## config.mk

```make
export PLATFORM = sky130hd
export DESIGN_NAME = alu_multicycle_flat
export DESIGN_NICKNAME = d
export VERILOG_FILES = /design/src/rtl/alu_multicycle_if.sv /design/src/rtl/alu_multicycle.sv /design/src/flat_wrapper.sv
export SDC_FILE = /design/constraint.sdc
export NUM_CORES = 1
export LEC_CHECK = 0
export CAP_MARGIN = 20
export CORE_MARGIN = 2
export CORE_UTILIZATION = 60
export DETAILED_ROUTE_END_ITERATION = 8
export PLACE_DENSITY = 0.82
export SLEW_MARGIN = 10
export SYNTH_ARGS = -nofsm -noshare
export SYNTH_HDL_FRONTEND = slang
export SYNTH_SLANG_ARGS = --single-unit
```

## constraint.sdc

```tcl
create_clock -name clk -period 10.55 [get_ports clk]
set_input_delay 1.5825 -clock clk [delete_from_list [all_inputs] [get_ports clk]]
set_output_delay 1.5825 -clock clk [all_outputs]
set_load 0.005 [all_outputs]
```

## src/rtl/alu_multicycle_if.sv

```systemverilog
// Request/response bundle for the multi-cycle ALU: operand handshake in,
// result handshake out.
interface alu_multicycle_if #(
  parameter int unsigned DATA_WIDTH = 32
);
  logic                  in_valid;
  logic                  in_ready;
  logic [3:0]            Operation;
  logic [DATA_WIDTH-1:0] SrcA;
  logic [DATA_WIDTH-1:0] SrcB;
  logic                  out_valid;
  logic                  out_ready;
  logic [DATA_WIDTH-1:0] ALUResult;
  logic                  Zero;
  logic                  illegal;

  // Producer of requests / consumer of results.
  modport master (
    output in_valid, Operation, SrcA, SrcB, out_ready,
    input  in_ready, out_valid, ALUResult, Zero, illegal
  );

  // The ALU itself.
  modport slave (
    input  in_valid, Operation, SrcA, SrcB, out_ready,
    output in_ready, out_valid, ALUResult, Zero, illegal
  );
endinterface

```

## src/rtl/alu_multicycle.sv

```systemverilog
// Multi-cycle integer ALU for the execute stage. Logic, arithmetic, compare
// and branch ops finish in one cycle; shifts walk a serial shifter one bit
// position per cycle. Results are registered and held until consumed.
module alu_multicycle #(
  parameter int unsigned DATA_WIDTH = 32
) (
  input logic             clk,
  input logic             reset,
  alu_multicycle_if.slave bus
);
  localparam int unsigned SW = $clog2(DATA_WIDTH);

  typedef enum logic [1:0] {
    S_IDLE,
    S_SHIFT,
    S_DONE
  } state_e;

  typedef enum logic [3:0] {
    OP_AND = 4'b0000,
    OP_OR  = 4'b0001,
    OP_XOR = 4'b0101,
    OP_ADD = 4'b0010,
    OP_SUB = 4'b0110,
    OP_SLL = 4'b0111,
    OP_SRL = 4'b1111,
    OP_SRA = 4'b1110,
    OP_SLT = 4'b1100,
    OP_EQ  = 4'b1000,
    OP_NE  = 4'b1001
  } op_e;

  state_e                state_q, state_d;
  logic [3:0]            op_q, op_d;
  logic [DATA_WIDTH-1:0] shreg_q, shreg_d;
  logic [SW-1:0]         cnt_q, cnt_d;
  logic [DATA_WIDTH-1:0] result_q, result_d;
  logic                  zero_q, zero_d;
  logic                  illegal_q, illegal_d;
  logic                  out_valid_q, out_valid_d;

  logic [DATA_WIDTH-1:0] alu_res;
  logic                  alu_ill;
  logic                  in_is_shift;
  logic [SW-1:0]         shamt;
  logic [DATA_WIDTH-1:0] shift_next;

  assign shamt       = bus.SrcB[SW-1:0];
  assign in_is_shift = (bus.Operation == OP_SLL) || (bus.Operation == OP_SRL) ||
                       (bus.Operation == OP_SRA);

  // Single-cycle datapath for every non-shift op code.
  always_comb begin
    alu_res = '0;
    alu_ill = 1'b0;
    case (bus.Operation)
      OP_AND:  alu_res = bus.SrcA & bus.SrcB;
      OP_OR:   alu_res = bus.SrcA | bus.SrcB;
      OP_XOR:  alu_res = bus.SrcA ^ bus.SrcB;
      OP_ADD:  alu_res = bus.SrcA + bus.SrcB;
      OP_SUB:  alu_res = bus.SrcA - bus.SrcB;
      OP_SLT:  alu_res = DATA_WIDTH'($signed(bus.SrcA) < $signed(bus.SrcB));
      OP_EQ:   alu_res = DATA_WIDTH'(bus.SrcA == bus.SrcB);
      OP_NE:   alu_res = DATA_WIDTH'(bus.SrcA != bus.SrcB);
      OP_SLL, OP_SRL, OP_SRA: alu_res = '0;
      default: alu_ill = 1'b1;
    endcase
  end

  // One bit position of the serial shifter, direction/fill by latched op.
  always_comb begin
    shift_next = '0;
    case (op_q)
      OP_SLL:  shift_next = {shreg_q[DATA_WIDTH-2:0], 1'b0};
      OP_SRL:  shift_next = {1'b0, shreg_q[DATA_WIDTH-1:1]};
      default: shift_next = {shreg_q[DATA_WIDTH-1], shreg_q[DATA_WIDTH-1:1]};
    endcase
  end

  // Next-state and register updates for the IDLE/SHIFT/DONE sequencer.
  always_comb begin
    state_d     = state_q;
    op_d        = op_q;
    shreg_d     = shreg_q;
    cnt_d       = cnt_q;
    result_d    = result_q;
    zero_d      = zero_q;
    illegal_d   = illegal_q;
    out_valid_d = out_valid_q;
    case (state_q)
      S_IDLE: begin
        if (bus.in_valid) begin
          op_d = bus.Operation;
          if (in_is_shift && (shamt != '0)) begin
            shreg_d = bus.SrcA;
            cnt_d   = shamt;
            state_d = S_SHIFT;
          end else begin
            result_d    = in_is_shift ? bus.SrcA : alu_res;
            zero_d      = in_is_shift ? (bus.SrcA == '0) : (alu_res == '0);
            illegal_d   = in_is_shift ? 1'b0 : alu_ill;
            out_valid_d = 1'b1;
            state_d     = S_DONE;
          end
        end
      end
      S_SHIFT: begin
        shreg_d = shift_next;
        cnt_d   = cnt_q - SW'(1);
        if (cnt_q == SW'(1)) begin
          result_d    = shift_next;
          zero_d      = (shift_next == '0);
          illegal_d   = 1'b0;
          out_valid_d = 1'b1;
          state_d     = S_DONE;
        end
      end
      S_DONE: begin
        if (bus.out_ready) begin
          out_valid_d = 1'b0;
          state_d     = S_IDLE;
        end
      end
      default: begin
        out_valid_d = 1'b0;
        state_d     = S_IDLE;
      end
    endcase
  end

  // State and datapath registers with synchronous reset.
  always_ff @(posedge clk) begin
    if (reset) begin
      state_q     <= S_IDLE;
      op_q        <= '0;
      shreg_q     <= '0;
      cnt_q       <= '0;
      result_q    <= '0;
      zero_q      <= 1'b1;
      illegal_q   <= 1'b0;
      out_valid_q <= 1'b0;
    end else begin
      state_q     <= state_d;
      op_q        <= op_d;
      shreg_q     <= shreg_d;
      cnt_q       <= cnt_d;
      result_q    <= result_d;
      zero_q      <= zero_d;
      illegal_q   <= illegal_d;
      out_valid_q <= out_valid_d;
    end
  end

  assign bus.in_ready  = (state_q == S_IDLE);
  assign bus.out_valid = out_valid_q;
  assign bus.ALUResult = result_q;
  assign bus.Zero      = zero_q;
  assign bus.illegal   = illegal_q;
endmodule

```

## src/flat_wrapper.sv

```systemverilog
// flat-port wrapper written by rule: the top's interface ports become plain ports
module alu_multicycle_flat 
#(
  parameter int unsigned DATA_WIDTH = 32
)
  (clk, reset, bus_in_valid, bus_Operation, bus_SrcA, bus_SrcB, bus_out_ready, bus_in_ready, bus_out_valid, bus_ALUResult, bus_Zero, bus_illegal);
  alu_multicycle_if #(.DATA_WIDTH(DATA_WIDTH)) bus_i ();
  input logic clk;
  input logic reset;
  input wire logic [$bits(bus_i.in_valid)-1:0] bus_in_valid;
  input wire logic [$bits(bus_i.Operation)-1:0] bus_Operation;
  input wire logic [$bits(bus_i.SrcA)-1:0] bus_SrcA;
  input wire logic [$bits(bus_i.SrcB)-1:0] bus_SrcB;
  input wire logic [$bits(bus_i.out_ready)-1:0] bus_out_ready;
  output wire logic [$bits(bus_i.in_ready)-1:0] bus_in_ready;
  output wire logic [$bits(bus_i.out_valid)-1:0] bus_out_valid;
  output wire logic [$bits(bus_i.ALUResult)-1:0] bus_ALUResult;
  output wire logic [$bits(bus_i.Zero)-1:0] bus_Zero;
  output wire logic [$bits(bus_i.illegal)-1:0] bus_illegal;
  assign bus_i.in_valid = bus_in_valid;
  assign bus_i.Operation = bus_Operation;
  assign bus_i.SrcA = bus_SrcA;
  assign bus_i.SrcB = bus_SrcB;
  assign bus_i.out_ready = bus_out_ready;
  assign bus_in_ready = bus_i.in_ready;
  assign bus_out_valid = bus_i.out_valid;
  assign bus_ALUResult = bus_i.ALUResult;
  assign bus_Zero = bus_i.Zero;
  assign bus_illegal = bus_i.illegal;
  alu_multicycle #(.DATA_WIDTH(DATA_WIDTH)) u_core (.clk(clk), .reset(reset), .bus(bus_i));
endmodule
```

# Word-level counts from Yosys, hierarchy flattened
# Cells that the tools add are included.
# word_totals
latch_bits	0
out_inout_bits	36
mem_bits_ro	0
elab_cells	87
mem_bits_rw	0
regBits	78
mem_count	0
# op_classes
mul	0
n_reduce_logical	16
magnitude_cmp	1
n_div	0
bitwise	3
n_eq_ne	22
shift	0
mux	34
n_addsub	3
# op_table
cell	count
one-hot mux 32 bit (8 select lines)	1
2-to-1 mux 32 bit	6
one-hot mux 32 bit (2 select lines)	3
logical NOT 32 bit	3
adder 32 bit	1
AND 32 bit	1
equality test 32 bit	1
less-than comparator 32 bit	1
inequality test 32 bit	1
OR 32 bit	1
subtractor 32 bit	1
XOR 32 bit	1
equality test 4 bit, second input constant	6
equality test 4 x 3 -> 1 bit, second input constant	4
2-to-1 mux 1 bit	13
OR reduction 11 bit	1
2-to-1 mux 5 bit	2
one-hot mux 5 bit (2 select lines)	1
2-to-1 mux 2 bit	4
AND reduction 4 bit	2
inequality test 2 bit, second input constant	3
one-hot mux 2 bit (3 select lines)	1
AND reduction 3 bit	2
equality test 5 x 1 -> 1 bit, second input constant	1
15 further kinds	18

# Logic depth before layout (Yosys ltp)
# Gate-level depths: netlist (run 1).
# depth
word_depth	7
mapped_depth	15
mapped_depth_nobuf	15

# Worst setup path after synthesis (run 1)
# Ideal clock, no wire load.
# synth_path
kind	input port to flip-flop
start	input bus_SrcB[4]
end	register u_core.zero_q, in the netlist u_core.bus.Zero
t_arrival_ns	4.400
setup_slack_ns	6.066
cell_stages	14
cell_sequence	inv_1 > ha_1 > buf_6 > and2_4 > nand3_2 > a211o_1 > o211ai_2 > o31ai_4 > nor4_1 > mux2i_1 > o21ai_1 > a311oi_2 > or4b_1 > o31ai_2
# synth_between
elab_chain_cells	7
# synth_lines
element	line	source
start, declared	flat_wrapper.sv:13	input wire logic [$bits(bus_i.SrcB)-1:0] bus_SrcB;
subtractor 32 bit, or another cell as far along	alu_multicycle.sv:61	OP_SUB: alu_res = bus.SrcA - bus.SrcB;
one-hot mux 32 bit (8 select lines)	alu_multicycle.sv:56	case (bus.Operation)
logical NOT 32 bit	alu_multicycle.sv:100	zero_d = in_is_shift ? (bus.SrcA == '0) : (alu_res == '0);
2-to-1 mux 1 bit	alu_multicycle.sv:100	
2-to-1 mux 1 bit	alu_multicycle.sv:94	if (in_is_shift && (shamt != '0)) begin
2-to-1 mux 1 bit	alu_multicycle.sv:92	if (bus.in_valid) begin
one-hot mux 1 bit (2 select lines)	alu_multicycle.sv:90	case (state_q)
end signal, assigned	alu_multicycle.sv:148	zero_q <= zero_d;
end, declared	alu_multicycle.sv:38	logic zero_q, zero_d;
# Several ways; a longest one is shown, not always the timed one. The select of a mux whose other input is x is not followed.
# A chain may end at the register's enable or synchronous reset.

# Final worst setup path (run 1)
# layout_path
start	input bus_SrcA[8]
end	register u_core.zero_q, in the netlist u_core.bus.Zero
# layout_between
elab_chain_cells	7
# layout_lines
element	line	source
start, declared	flat_wrapper.sv:12	input wire logic [$bits(bus_i.SrcA)-1:0] bus_SrcA;
subtractor 32 bit, or another cell as far along	alu_multicycle.sv:61	
one-hot mux 32 bit (8 select lines)	alu_multicycle.sv:56	
logical NOT 32 bit	alu_multicycle.sv:100	
2-to-1 mux 1 bit (*)	alu_multicycle.sv:100	
2-to-1 mux 1 bit (*)	alu_multicycle.sv:94	
2-to-1 mux 1 bit (*)	alu_multicycle.sv:92	
one-hot mux 1 bit (2 select lines) (*)	alu_multicycle.sv:90	
# Every way passes the cells marked *; elsewhere a longest branch is shown, timed or not. The select of a mux whose other input is x is not followed.

==> flow_metrics.env, run 1 <==
export IMPL_antenna_found_initial=0
export IMPL_r2r_cells=9
export IMPL_report_final_hold_viol_count=0
export IMPL_clk_latency_ns=0.35
export IMPL_yosysUniqueCellTypes=97
export IMPL_synth_seq_cells=78
export IMPL_io_buffers=107
export IMPL_slew_viol_final=0
export IMPL_first_iter_violations=1779
export IMPL_fin_hold_ws_ns=0.4557
export IMPL_gp_congestion=1.038
export IMPL_wl_um=37770
export IMPL_route_vias_total=11790
export IMPL_fin_crit_sh=0.5540
export IMPL_synth_edf_count=0
export IMPL_grt_pass1_wl_um=57870
export IMPL_via_per_inst=6.995
export IMPL_regArea_um2=1562
export IMPL_arrival_ns=6.11
export IMPL_rsz0062_at_grt="false"
export IMPL_worstSetupStartpointType="primary input"
export IMPL_cts_tree="yes"
export IMPL_track_usage=0.4105
export IMPL_clk_path_buf_depth=2
export IMPL_dr_pass1_iters=9
export IMPL_p_leak_nw=4.493
export IMPL_grt_overflow_total=0
export IMPL_cp_max_fo=15
export IMPL_yosysWarnings=0
export IMPL_dieArea_um2=17560
export IMPL_slew_headroom=0.2732
export IMPL_nets=1637
export IMPL_utilization=0.7039
export IMPL_p_per_area_nw_per_um2=101.3
export IMPL_grt_pass1_vias=10680
export IMPL_start_util=0.6193
export IMPL_avgSynthCellArea_um2=6.925
export IMPL_synth_top_flop_cell="dfxtp_1"
export IMPL_critical_path_class="in -> reg"
export IMPL_std_cell_rows=46
export IMPL_worst_slew_pin_slew_ns=1.063
export IMPL_syn_inst=1431
export IMPL_ctsHoldBuffers=0
export IMPL_netlist_area_um2=9910
export IMPL_yosysSeqAreaShare=0.1576
export IMPL_peakVddDrop_mv=0.1052
export IMPL_syn_nets=1604
export IMPL_fin_ws_ns=4.706
export IMPL_cts_setup_buffers=0
export IMPL_drive_gt1_frac=0.05582
export IMPL_boundaryPins=108
export IMPL_fp_dieH_um=132.5
export IMPL_clkSinkCount=78
export IMPL_numCtsBuffers=9
export IMPL_dp_worst_setup_slack_ns=4.550
export IMPL_ant_nets=0
export IMPL_outcome="completed"
export IMPL_crit_required_ns=10.82
export IMPL_finalSetupViolCount=0
export IMPL_grt_max_degree=86
export IMPL_n_antenna_cell=0
export IMPL_clock_root_buffer="clkbuf_16"
export IMPL_die_w_um=132.5
export IMPL_max_cap_violations=0
export IMPL_post_route_min_period_ns=5.844
export IMPL_fin_skew_ns=0.004810
export IMPL_multiInputGateArea_um2=7576
export IMPL_clkTransAtPathRegs_ns=0.06
export IMPL_tns_ns=0
export IMPL_hold_depth=2
export IMPL_remaining_drc_errors=0
export IMPL_fillCellCount=1417
export IMPL_wl_per_cell_um=22.42
export IMPL_worst_setup_path_end_kind="register"
export IMPL_hpwl_um=28450
export IMPL_cts_resized=0
export IMPL_cts_max_level=3
export IMPL_area_delta_synth_final_pct=13.66
export IMPL_hold_class="reg -> reg"
export IMPL_async_reset_ff_frac=0
export IMPL_core_area_um2=16000
export IMPL_fmax_mhz=171.1
-- Yosys cell counts, types with 5 or more instances --
master | instances | area share
ha_1 | 99 | 0.13
o21ai_1 | 12 | 0.0061
o22ai_1 | 9 | 0.0057
a21oi_1 | 168 | 0.085
a21o_1 | 13 | 0.0098
nand2_1 | 158 | 0.060
a2111oi_0 | 7 | 0.0062
a211o_1 | 6 | 0.0053
o21ai_0 | 78 | 0.039
or3_1 | 5 | 0.0032
nand4_1 | 21 | 0.013
a22oi_1 | 8 | 0.0061
o31ai_1 | 14 | 0.011
nand3_1 | 35 | 0.018
o211ai_1 | 49 | 0.037
nor3_1 | 32 | 0.016
a211oi_1 | 28 | 0.021
and3_1 | 7 | 0.0044
o221ai_1 | 9 | 0.0080
a221o_1 | 9 | 0.0091
xnor2_1 | 9 | 0.0080
nor2b_1 | 14 | 0.0088
nor3b_1 | 5 | 0.0038
a41oi_1 | 6 | 0.0053
nand2b_1 | 12 | 0.0076
dfxtp_1 | 78 | 0.16
nor2_1 | 138 | 0.052
inv_1 | 94 | 0.036
buf_2 | 26 | 0.013
a221oi_1 | 11 | 0.0097
or2_2 | 6 | 0.0038
buf_1 | 12 | 0.0045
nor4_1 | 21 | 0.013
o21bai_1 | 11 | 0.0083
o41ai_1 | 5 | 0.0044
a31oi_1 | 11 | 0.0069
and2_1 | 9 | 0.0057
a311oi_1 | 5 | 0.0044
mux2i_1 | 32 | 0.032
clkbuf_1 | 59 | 0.022
-- registers in the layout, indices dropped and copies added, names as in the netlist --
register              cells
u_core.bus.out_valid      1
u_core.bus.Zero           1
u_core.bus.ALUResult     32
u_core.cnt_q              5
u_core.bus.illegal        1
u_core.op_q               4
u_core.shreg_q           32
u_core.state_q            2
-- metal layers --
layer  GRT usage  up-vias  routed length [um]  share of wire
li1            -     5315                   -              -
met2      0.6563      896               16440           0.44
met3     0.06743      195                4309           0.11
met5           0        -                   0              0
met4      0.2049        0                2456          0.065
met1      0.5352     5380               14560           0.39
-- placed cells by master, fill, tap and decap left out, types with 6 or more instances in the layout --
cell	netlist	layout
o22ai_1	9	9
a22oi_1	8	8
nand2_1	158	158
nor2_1	138	137
o21bai_1	11	11
inv_1	94	94
or2_2	6	6
nand2b_1	12	12
nand3_1	35	35
nor2b_1	14	14
a21o_1	13	13
a221oi_1	11	11
nand4_1	21	21
and2_1	9	9
o31ai_1	14	14
a41oi_1	6	6
dfxtp_1	78	78
o211ai_1	49	49
mux2i_1	32	32
nor4_1	21	21
a211o_1	6	6
o221ai_1	9	9
clkbuf_16	0	9
nor3_1	32	30
clkdlybuf4s50_1	0	106
a21oi_1	168	167
buf_4	3	16
xnor2_1	9	9
and3_1	7	7
o21ai_0	78	78
ha_1	99	99
o21ai_1	12	12
a221o_1	9	9
a2111oi_0	7	7
a211oi_1	28	28
a31oi_1	11	11
-- cell families (layout without fill, tap and decap cells) --
| logic type | after synthesis | count (layout) | share of synthesized area |
|---|---|---|---|
| compound gates | 512 | 512 | 0.3474 |
| simple gates | 495 | 495 | 0.2408 |
| fa+ha+maj | 101 | 101 | 0.1290 |
| buf+inv | 200 | 238 | 0.08093 |
| mux | 34 | 34 | 0.03460 |
| xor+xnor | 11 | 11 | 0.009723 |
| flops | 78 | 78 | 0.1576 |
-- path summary, 6_finish.rpt --
check | from | slack [ns] | to
worst max register to register | u_core.state_q[0]$_SDFFE_PP0P_ | 7.59 | u_core.bus.Zero$_SDFFE_PP1P_
worst min register to register | u_core.bus.illegal$_SDFFE_PP0P_ | 0.46 | u_core.bus.illegal$_SDFFE_PP0P_
worst max-delay path | bus_SrcA[8] | 4.71 | u_core.bus.Zero$_SDFFE_PP1P_
worst min-delay path | u_core.bus.illegal$_SDFFE_PP0P_ | 0.46 | u_core.bus.illegal$_SDFFE_PP0P_
-- worst max-delay path: stages --
cell and delay (ns):
clkdlybuf4s50_1 0.64, inv_1 0.11, ha_1 0.53, nor2_1 0.21
o21ai_0 0.19, a2111oi_2 0.69, or3_2 0.29, o21ai_1 0.07
a222oi_1 0.55, and4_1 0.27, nand4_1 0.16, nor4_1 0.41
nand4_1 0.17, o31ai_2 0.23
-- report_power, final --
group / total (W) / internal, W / leakage (nW) / switching, W
combinational: 0.000497 / 0.000184 / 3.71 / 0.000313
clock: 0.000315 / 0.000184 / 0.142 / 0.000131
sequential: 0.000329 / 0.000315 / 0.637 / 0.0000147
total: 0.00114 / 0.000683 / 4.49 / 0.000458
-- layout make-up --
class	count	share of cell area
multi-input combinational	1153	0.6726
sequential	78	0.1386
inverter	99	0.03299
timing repair buffer	123	0.1053
clock inverter	7	0.006443
tap	216	0.02399
clock buffer	9	0.02000
-- stage by stage --
stage          power [W]  instances  cell area [um2]
3_3_place_gp   0.0008056       1669            10970
6_report        0.001140       1685            11260
5_1_grt         0.001190       1685            11260
2_1_floorplan  0.0006446       1431             9910
3_5_place_dp   0.0008106       1669            10970
4_1_cts         0.001123       1685            11260
Note: power is estimated with default switching activity, not from simulation.
==> run 2: changes to the inputs <==
--- a/config.mk
+++ b/config.mk
@@ -7,9 +7,9 @@
 export LEC_CHECK = 0
 export CAP_MARGIN = 20
 export CORE_MARGIN = 2
-export CORE_UTILIZATION = 60
+export CORE_UTILIZATION = 59
 export DETAILED_ROUTE_END_ITERATION = 8
-export PLACE_DENSITY = 0.82
+export PLACE_DENSITY = 0.81
 export SLEW_MARGIN = 10
 export SYNTH_ARGS = -nofsm -noshare
 export SYNTH_HDL_FRONTEND = slang
==> constraint.sdc (replaced) <==
create_clock -name clk -period 5.8 [get_ports clk]
set_input_delay 0.87 -clock clk [delete_from_list [all_inputs] [get_ports clk]]
set_output_delay 0.87 -clock clk [all_outputs]
set_load 0.005 [all_outputs]
==> run 2 against run 1 <==
Compared with the run above: critical path depth unchanged; worst setup slack got worse by 4.1 ns; cell area is 2.1% higher; sequential power up 83%; largest power group unchanged.
==> flow_metrics.env, run 2 (synthesis results as in run 1) <==
export IMPL_utilization=0.6959
export IMPL_slowest_delay_ns=0.76
export IMPL_clk_latency_ns=0.35
export IMPL_slew_viol_final=0
export IMPL_rsz0062_at_grt="false"
export IMPL_drive_gt1_frac=0.06975
export IMPL_clkTransAtPathRegs_ns=0.06
export IMPL_final_common_cell="a21oi_1"
export IMPL_remaining_drc_errors=0
export IMPL_wl_per_cell_um=24.17
export IMPL_route_vias_total=12110
export IMPL_slew_headroom=0.3699
export IMPL_worst_slew_pin_slew_ns=0.9452
export IMPL_ant_nets=0
export IMPL_final_cell_mix="a21oi_1 (167), nand2_1 (158), nor2_1 (137)"
export IMPL_power_switching_w=0.0008544
export IMPL_max_cap_violations=0
export IMPL_ctsHoldBuffers=0
export IMPL_fin_crit_sh=0.9027
export IMPL_combPwrFrac=0.426
export IMPL_fp_dieH_um=133.6
export IMPL_worstSetupStartpointType="primary input"
export IMPL_swShare=0.3871
export IMPL_track_usage=0.4541
export IMPL_p_int_w=0.001353
export IMPL_crit_required_ns=6.07
export IMPL_cp_slowest_cell="nor4_1"
export IMPL_dp_worst_setup_slack_ns=0.5247
export IMPL_hpwl_um=31490
export IMPL_peakVddDrop_mv=0.1747
export IMPL_grt_max_degree=80
export IMPL_start_util=0.5997
export IMPL_crit_chain="clkdlybuf4s50_1, inv_1, ha_1, and2_4, nand3_2, a211o_1, o211ai_2, o31ai_4, nor4_1, mux2i_1, o21ai_1, a311oi_2, or4b_1, o31ai_2"
export IMPL_clkSinkCount=78
export IMPL_arrival_ns=5.50
export IMPL_clock_root_buffer="clkbuf_16"
export IMPL_nets=1660
export IMPL_clk_path_buf_depth=2
export IMPL_post_route_min_period_ns=5.236
export IMPL_core_area_um2=16520
export IMPL_dr_pass1_iters=7
export IMPL_cts_max_level=3
export IMPL_fin_ws_ns=0.5641
export IMPL_antenna_found_initial=1
export IMPL_report_final_hold_viol_count=0
export IMPL_cts_setup_buffers=0
export IMPL_numCtsBuffers=9
export IMPL_area_delta_synth_final_pct=16.05
export IMPL_worst_setup_path_end_kind="register"
export IMPL_boundaryPins=108
export IMPL_grt_overflow_total=0
export IMPL_clockPowerShare=0.301
export IMPL_gp_congestion=1.113
export IMPL_cts_tree="yes"
export IMPL_wl_um=41370
export IMPL_outcome="completed"
export IMPL_dieArea_um2=17850
export IMPL_std_cell_rows=47
export IMPL_fin_skew_ns=0.008473
export IMPL_hold_class="reg -> reg"
export IMPL_p_per_area_nw_per_um2=191.9
export IMPL_p_leak_nw=4.633
export IMPL_finalSetupViolCount=0
export IMPL_pwr_share_seq=0.273
export IMPL_fmax_mhz=191.0
export IMPL_via_per_inst=7.071
export IMPL_first_iter_violations=1828
export IMPL_grt_pass1_wl_um=63090
export IMPL_tns_ns=0
export IMPL_cts_resized=0
export IMPL_critical_path_class="in -> reg"
export IMPL_fillCellCount=1428
export IMPL_io_buffers=107
export IMPL_grt_pass1_vias=10940
export IMPL_die_w_um=133.6
export IMPL_cp_max_fo=7
-- run 2: cell types whose count changed in the layout (fill, tap and decap cells not counted), sizes merged --
cell / change
clkbuf: +1
diode: +1
buf: +23
inv: -2
bufinv: +2
clkinvlp: -2
-- run 2: path summary, 6_finish.rpt --
check	start	cells after the start	slack (ns)	end
max	bus_SrcA[3]	14	0.56	u_core.bus.Zero$_SDFFE_PP1P_
min	u_core.bus.ALUResult[14]$_SDFFE_PP0P_	2	0.45	u_core.bus.ALUResult[14]$_SDFFE_PP0P_
max reg2reg	u_core.state_q[0]$_SDFFE_PP0P_	12	2.62	u_core.bus.Zero$_SDFFE_PP1P_
min reg2reg	u_core.bus.ALUResult[14]$_SDFFE_PP0P_	2	0.45	u_core.bus.ALUResult[14]$_SDFFE_PP0P_
-- run 2: per-stage QoR --
step           cell area [um2]  cells  hold WS [ns]  total power (W)
3_5_place_dp             11140   1695        0.4463         0.001507
4_1_cts                  11480   1710        0.4543         0.002163
6_report                 11500   1712        0.4526         0.002207
5_1_grt                  11500   1711        0.4705         0.002286
2_1_floorplan             9910   1431        0.4439         0.001173
3_3_place_gp             11140   1695        0.4443         0.001500
-- run 2: final cells by class --
class                   instances  area, um2  area share
diodes                          1      2.502   0.0002176
clock buffers                  10      239.0     0.02078
clock inverters                 5      107.6    0.009357
inverters                      99      371.6     0.03231
multi-input cells            1153       7576      0.6588
flip-flops and latches         78       1562      0.1358
well taps                     220      275.3     0.02394
repair buffers                146       1366      0.1188
-- run 2: layer usage --
layer | track usage | up-vias | wire length (um)
met5 | 0 | - | 0
met4 | 0.2707 | 0 | 2970
met3 | 0.09893 | 208 | 4942
met2 | 0.6887 | 935 | 17580
met1 | 0.5909 | 5600 | 15880
li1 | - | 5363 | -
-- run 2: critical path: cells and delay by family --
| family | cells | cell delay [ns] |
|---|---|---|
| simple gates | 4 | 1.62 |
| compound gates | 6 | 1.47 |
| buf+inv | 2 | 0.84 |
| fa+ha+maj | 1 | 0.43 |
| mux | 1 | 0.27 |
-- run 2: power by group through the flow --
| stage | combinational [W] | clock, W | sequential [W] |
|---|---|---|---|
| detailed placement | 0.000896 | 0 | 0.000611 |
| floorplan | 0.000568 | 0 | 0.000604 |
| finish | 0.000941 | 0.000665 | 0.000602 |
| CTS | 0.000903 | 0.000661 | 0.000600 |
| global route | 0.00100 | 0.000681 | 0.000604 |
| global placement | 0.000891 | 0 | 0.000609 |
==> run 3: changes to the inputs <==
--- a/config.mk
+++ b/config.mk
@@ -10,7 +10,7 @@
 export CORE_UTILIZATION = 59
 export DETAILED_ROUTE_END_ITERATION = 8
 export PLACE_DENSITY = 0.81
-export SLEW_MARGIN = 10
+export SLEW_MARGIN = 40
 export SYNTH_ARGS = -nofsm -noshare
 export SYNTH_HDL_FRONTEND = slang
 export SYNTH_SLANG_ARGS = --single-unit
==> run 3 against run 2 <==
Compared with the run above: via count fell by 0.40%; critical endpoint unchanged; largest cell class unchanged; highest routed layer unchanged; critical path depth unchanged; worst setup slack gained 0.022 ns.
==> flow_metrics.env, run 3 (synthesis results as in run 1) <==
export IMPL_outcome="completed"
export IMPL_remaining_drc_errors=0
export IMPL_report_final_hold_viol_count=0
export IMPL_wl_per_cell_um=24.12
export IMPL_critical_path_class="in -> reg"
export IMPL_worst_slew_pin_slew_ns=0.8395
export IMPL_final_cell_mix="a21oi_1 (167), nand2_1 (158), nor2_1 (137)"
export IMPL_track_usage=0.4526
export IMPL_fin_crit_sh=0.8989
export IMPL_fp_dieH_um=133.6
export IMPL_cts_max_level=3
export IMPL_fin_skew_ns=0.007355
export IMPL_peakVddDrop_mv=0.1674
export IMPL_dieArea_um2=17850
export IMPL_final_common_cell="a21oi_1"
export IMPL_route_vias_total=12060
export IMPL_numCtsBuffers=9
export IMPL_fin_ws_ns=0.5865
export IMPL_boundaryPins=108
export IMPL_nets=1659
export IMPL_grt_pass1_vias=11000
export IMPL_finalSetupViolCount=0
export IMPL_crit_required_ns=6.06
export IMPL_die_w_um=133.6
export IMPL_core_area_um2=16520
export IMPL_max_cap_violations=0
export IMPL_clkSinkCount=78
export IMPL_clk_latency_ns=0.35
export IMPL_wl_um=41250
export IMPL_via_per_inst=7.051
export IMPL_dp_worst_setup_slack_ns=0.5111
export IMPL_rsz0062_at_grt="false"
export IMPL_start_util=0.5997
export IMPL_clockPowerShare=0.301
export IMPL_ant_nets=0
export IMPL_hold_class="reg -> reg"
export IMPL_grt_max_degree=80
export IMPL_placed_cell_area_um2=11140
export IMPL_drive_gt1_frac=0.07181
export IMPL_stdcell_count=1710
export IMPL_path_buf_inv=2
export IMPL_slew_viol_final=0
export IMPL_clk_path_buf_depth=2
export IMPL_area_delta_synth_final_pct=16.05
export IMPL_std_cell_rows=47
export IMPL_critPathTopFamily="simple AND/OR/NAND/NOR gates"
export IMPL_slowest_delay_ns=0.75
export IMPL_tns_ns=0
export IMPL_antenna_found_initial=1
export IMPL_finish_instance_area_um2=11500
export IMPL_n_antenna_cell=0
export IMPL_swShare=0.3873
export IMPL_cts_resized=0
export IMPL_fmax_mhz=191.8
export IMPL_combPwrFrac=0.426
export IMPL_cts_tree="yes"
export IMPL_worst_setup_path_end_kind="register"
export IMPL_grt_overflow_total=0
export IMPL_post_route_min_period_ns=5.213
export IMPL_p_int_w=0.001351
export IMPL_power_switching_w=0.0008542
export IMPL_dp_cells=1695
export IMPL_first_iter_violations=1754
export IMPL_pwr_share_seq=0.273
export IMPL_crit_chain="clkdlybuf4s50_1, inv_1, ha_1, and2_4, nand3_2, a211o_1, o211ai_2, o31ai_4, nor4_1, mux2i_1, o21ai_1, a311oi_2, or4b_1, o31ai_2"
export IMPL_clock_root_buffer="clkbuf_16"
export IMPL_grt_pass1_wl_um=62680
export IMPL_worstSetupStartpointType="primary input"
export IMPL_ctsHoldBuffers=0
export IMPL_cts_setup_buffers=0
export IMPL_io_buffers=107
export IMPL_power_total_w=0.002206
export IMPL_dr_pass1_iters=6
export IMPL_p_leak_nw=4.629
export IMPL_cp_max_fo=7
export IMPL_p_per_area_nw_per_um2=191.8
export IMPL_slew_headroom=0.4259
export IMPL_cp_slowest_cell="clkdlybuf4s50_1"
export IMPL_hpwl_um=31520
export IMPL_clkTransAtPathRegs_ns=0.06
export IMPL_arrival_ns=5.47
export IMPL_gp_congestion=1.113
==> run 3: changes by cell type in the layout (fill, tap and decap cells not counted) <==
| cell | change |
|---|---|
| nor4_1 | -2 |
| nor4_2 | +2 |
| and2_1 | -1 |
| and2_2 | +1 |
| buf_8 | -1 |
| diode_2 | -1 |
| or2_2 | -1 |
| or2_4 | +1 |
| or3_1 | -1 |
| or3_2 | +1 |
==> run 3: cell type report <==
| cell class | count | area [um2] |
|---|---|---|
| timing repair buffer | 145 | 1351 |
| sequential | 78 | 1562 |
| clock inverter | 5 | 107.6 |
| fill | 1430 | 5025 |
| multi-input combinational | 1153 | 7594 |
| clock buffer | 10 | 239.0 |
| inverter | 99 | 371.6 |
| tap | 220 | 275.3 |
==> run 3: routing by layer <==
metal  track usage  share of wire  wire, um  vias to the layer above
met5             0              0         0                        -
met4        0.2861          0.077      3163                        0
met3       0.09970           0.12      4924                      216
met2        0.6879           0.42     17390                      938
met1        0.5807           0.38     15770                     5528
li1              -              -         -                     5375
==> run 3: final timing paths <==
check,cells past startpoint,start,end,slack [ns]
max,14,bus_SrcA[3],u_core.bus.Zero$_SDFFE_PP1P_,0.59
min,2,u_core.bus.ALUResult[14]$_SDFFE_PP0P_,u_core.bus.ALUResult[14]$_SDFFE_PP0P_,0.45
max reg2reg,12,u_core.state_q[0]$_SDFFE_PP0P_,u_core.bus.Zero$_SDFFE_PP1P_,2.67
min reg2reg,2,u_core.bus.ALUResult[14]$_SDFFE_PP0P_,u_core.bus.ALUResult[14]$_SDFFE_PP0P_,0.45
==> run 3: power groups by stage <==
| stage | clock network (W) | registers (W) | logic, W |
|---|---|---|---|
| 2_1_floorplan | 0 | 0.000604 | 0.000568 |
| 3_3_place_gp | 0 | 0.000609 | 0.000891 |
| 3_5_place_dp | 0 | 0.000611 | 0.000896 |
| 4_1_cts | 0.000662 | 0.000599 | 0.000903 |
| 5_1_grt | 0.000684 | 0.000604 | 0.00100 |
| 6_report | 0.000665 | 0.000601 | 0.000940 |
==> run 3: metrics by stage <==
| step | hold slack, ns | utilization |
|---|---|---|
| 5_1_grt | 0.4705 | 0.6959 |
| 3_3_place_gp | 0.4443 | 0.6739 |
| 6_report | 0.4521 | 0.6959 |
| 3_5_place_dp | 0.4463 | 0.6743 |
| 4_1_cts | 0.4544 | 0.6953 |
| 2_1_floorplan | 0.4439 | - |
==> run 3: worst min-delay path, delay by kind of cell, from the launching register on <==
kind,cells,cell delay [ns]
compound gates,1,0.05
flops,1,0.31
simple gates,1,0.05
==> patch (config.mk and constraints of run 2) <==
The 3 states of `state_e` get a one-hot encoding in 3 bits.
--- a/src/rtl/alu_multicycle.sv
+++ b/src/rtl/alu_multicycle.sv
@@ -11,8 +11,8 @@
   localparam int unsigned SW = $clog2(DATA_WIDTH);
 
-  typedef enum logic [1:0] {
-    S_IDLE,
-    S_SHIFT,
-    S_DONE
+  typedef enum logic [2:0] {
+    S_IDLE  = 3'b001,
+    S_SHIFT = 3'b010,
+    S_DONE  = 3'b100
   } state_e;
 
Check against the original RTL: same outputs for any inputs over 4 cycles, from zero or initial values and one cycle with reset high; so few cycles prove little.
==> patch against run 2 <==
  * Worst setup slack improved by 0.15 ns
  * Core utilization shrank 0.26 points
  * Sequential cell count is 1 higher
  * Wire length shrank 7.9%
  * Area after synthesis hardly changed
  * Worst hold slack worse by 0.0028 ns
  * Cell area decreased by 0.37%
  * Power decreased by 0.60%
  * Largest cell class unchanged
  * Largest power group unchanged
==> patch: results (changes against run 2) <==
GR Layer Usage met2 - 0.674 (was 0.689)
post-DR wirelength/cell - 22.3 um (was 24.2 um)
drt first-iter violations - 1476 (was 1828)
crit path DAT - 5.35 ns (was 5.50 ns)
met1 Usage GRT - 0.542 (was 0.591)
vias per cell - 6.78 (was 7.07)
Placed Cells - 1698 (was 1695)
Clock Latency Late Sink - 0.34 ns
Area contributors post-synth - dfxtp_1 16%, ha_1 13%, nand2_1 6.8% (was dfxtp_1 16%, ha_1 13%, a21oi_1 8.5%)
DR WL met3 - 4180 um (was 4940 um)
sequential element share of the synthesized area - 0.160 (was 0.158)
layout cell share with drive strength beyond 1 - 0.0576 (was 0.0698)
pre-CTS setup slack - 0.540 ns (was 0.525 ns)
share of the synthesized area in the top cell type - 0.160 (was 0.158)
Post-Route WL - 38100 um (was 41400 um)
H-tree levels - 3 (unchanged)
HPWL after DPL - 29100 um (was 31500 um)
met1 WL - 14800 um (was 15900 um)
status - finished clean (unchanged)
top fanout value on the critical path - 5 (was 7)
RR Startpoint - u_core.op_q[3] (was u_core.state_q[0])
first-pass GRT wire length - 59400 um (was 63100 um)
Top Family by Delay on Critical Path - simple AND/OR/NAND/NOR gates (unchanged)
TritonCTS buffer count - 9 (unchanged)
Leakage Power - 4.67 nW (was 4.63 nW)
routability cong. - 1.01 (was 1.11)
min-delay src - u_core.bus.ALUResult[28] (was u_core.bus.ALUResult[14])
endpoints failing hold - 0 (unchanged)
VDD IR max - 0.000196 V (was 0.000175 V)
GRT Overall Usage - 0.418 (was 0.454)
Fin Clk Skew - 0.00738 ns (was 0.00847 ns)
FF-to-FF path depth - 10 (was 12)
top post-synthesis cells by count - 180 x nand2_1, 144 x nor2_1, 119 x a21oi_1 (was 168 x a21oi_1, 158 x nand2_1, 138 x nor2_1)
met2 WL - 16900 um (was 17600 um)
vias in the first global route - 10918 (was 10937)
area post-placement - 11100 um^2 (about the same)
Worst path max stage delay - 0.72 ns (was 0.76 ns)
pin count of the biggest net entering global routing - 72 (was 80)
Yosys cell types - 96 (was 97)
First-pass DRT Iterations - 8 (was 7)
CP Launch Point - bus_SrcA[0] (was bus_SrcA[3])
worst slew pin tran - 0.934 ns (was 0.945 ns)
met3 Use GR - 0.0620 (was 0.0989)
diode count - 0 (was 1)
CP max stage cell - nor4b_1 (was nor4_1)
max layer used - met5 (was met4)
## patch: path summary, 6_finish.rpt
path	to	slack [ns]
worst max-delay path	u_core.bus.ALUResult[30]	0.71
worst min-delay path	u_core.bus.ALUResult[28]	0.45
worst max register to register	u_core.bus.Zero	1.84
worst min register to register	u_core.bus.ALUResult[28]	0.45
## patch: power by group
group          switching [mW]  internal, mW  total (mW)
logic                   0.566         0.371       0.937
clock network           0.214         0.426       0.640
registers              0.0333         0.583       0.617
total                   0.814          1.38        2.19
## patch: cell type report
type                    count  area (um^2)
fillers                  1481         5070
clock inverters             4         95.1
repair buffers            142         1330
clock buffers              10          239
flip-flops and latches     79         1580
well taps                 220          275
multi-input cells        1154         7550
inverters                 103          387
## patch: cell families (layout without fill, tap and decap cells)
family          after synthesis  after routing  share of synthesized area
compound gates              440            440                      0.311
xor+xnor                     10             10                    0.00884
fa+ha+maj                   101            101                      0.129
buf+inv                     198            259                     0.0803
flops                        79             79                      0.160
mux                          43             43                     0.0443
simple gates                560            560                      0.267
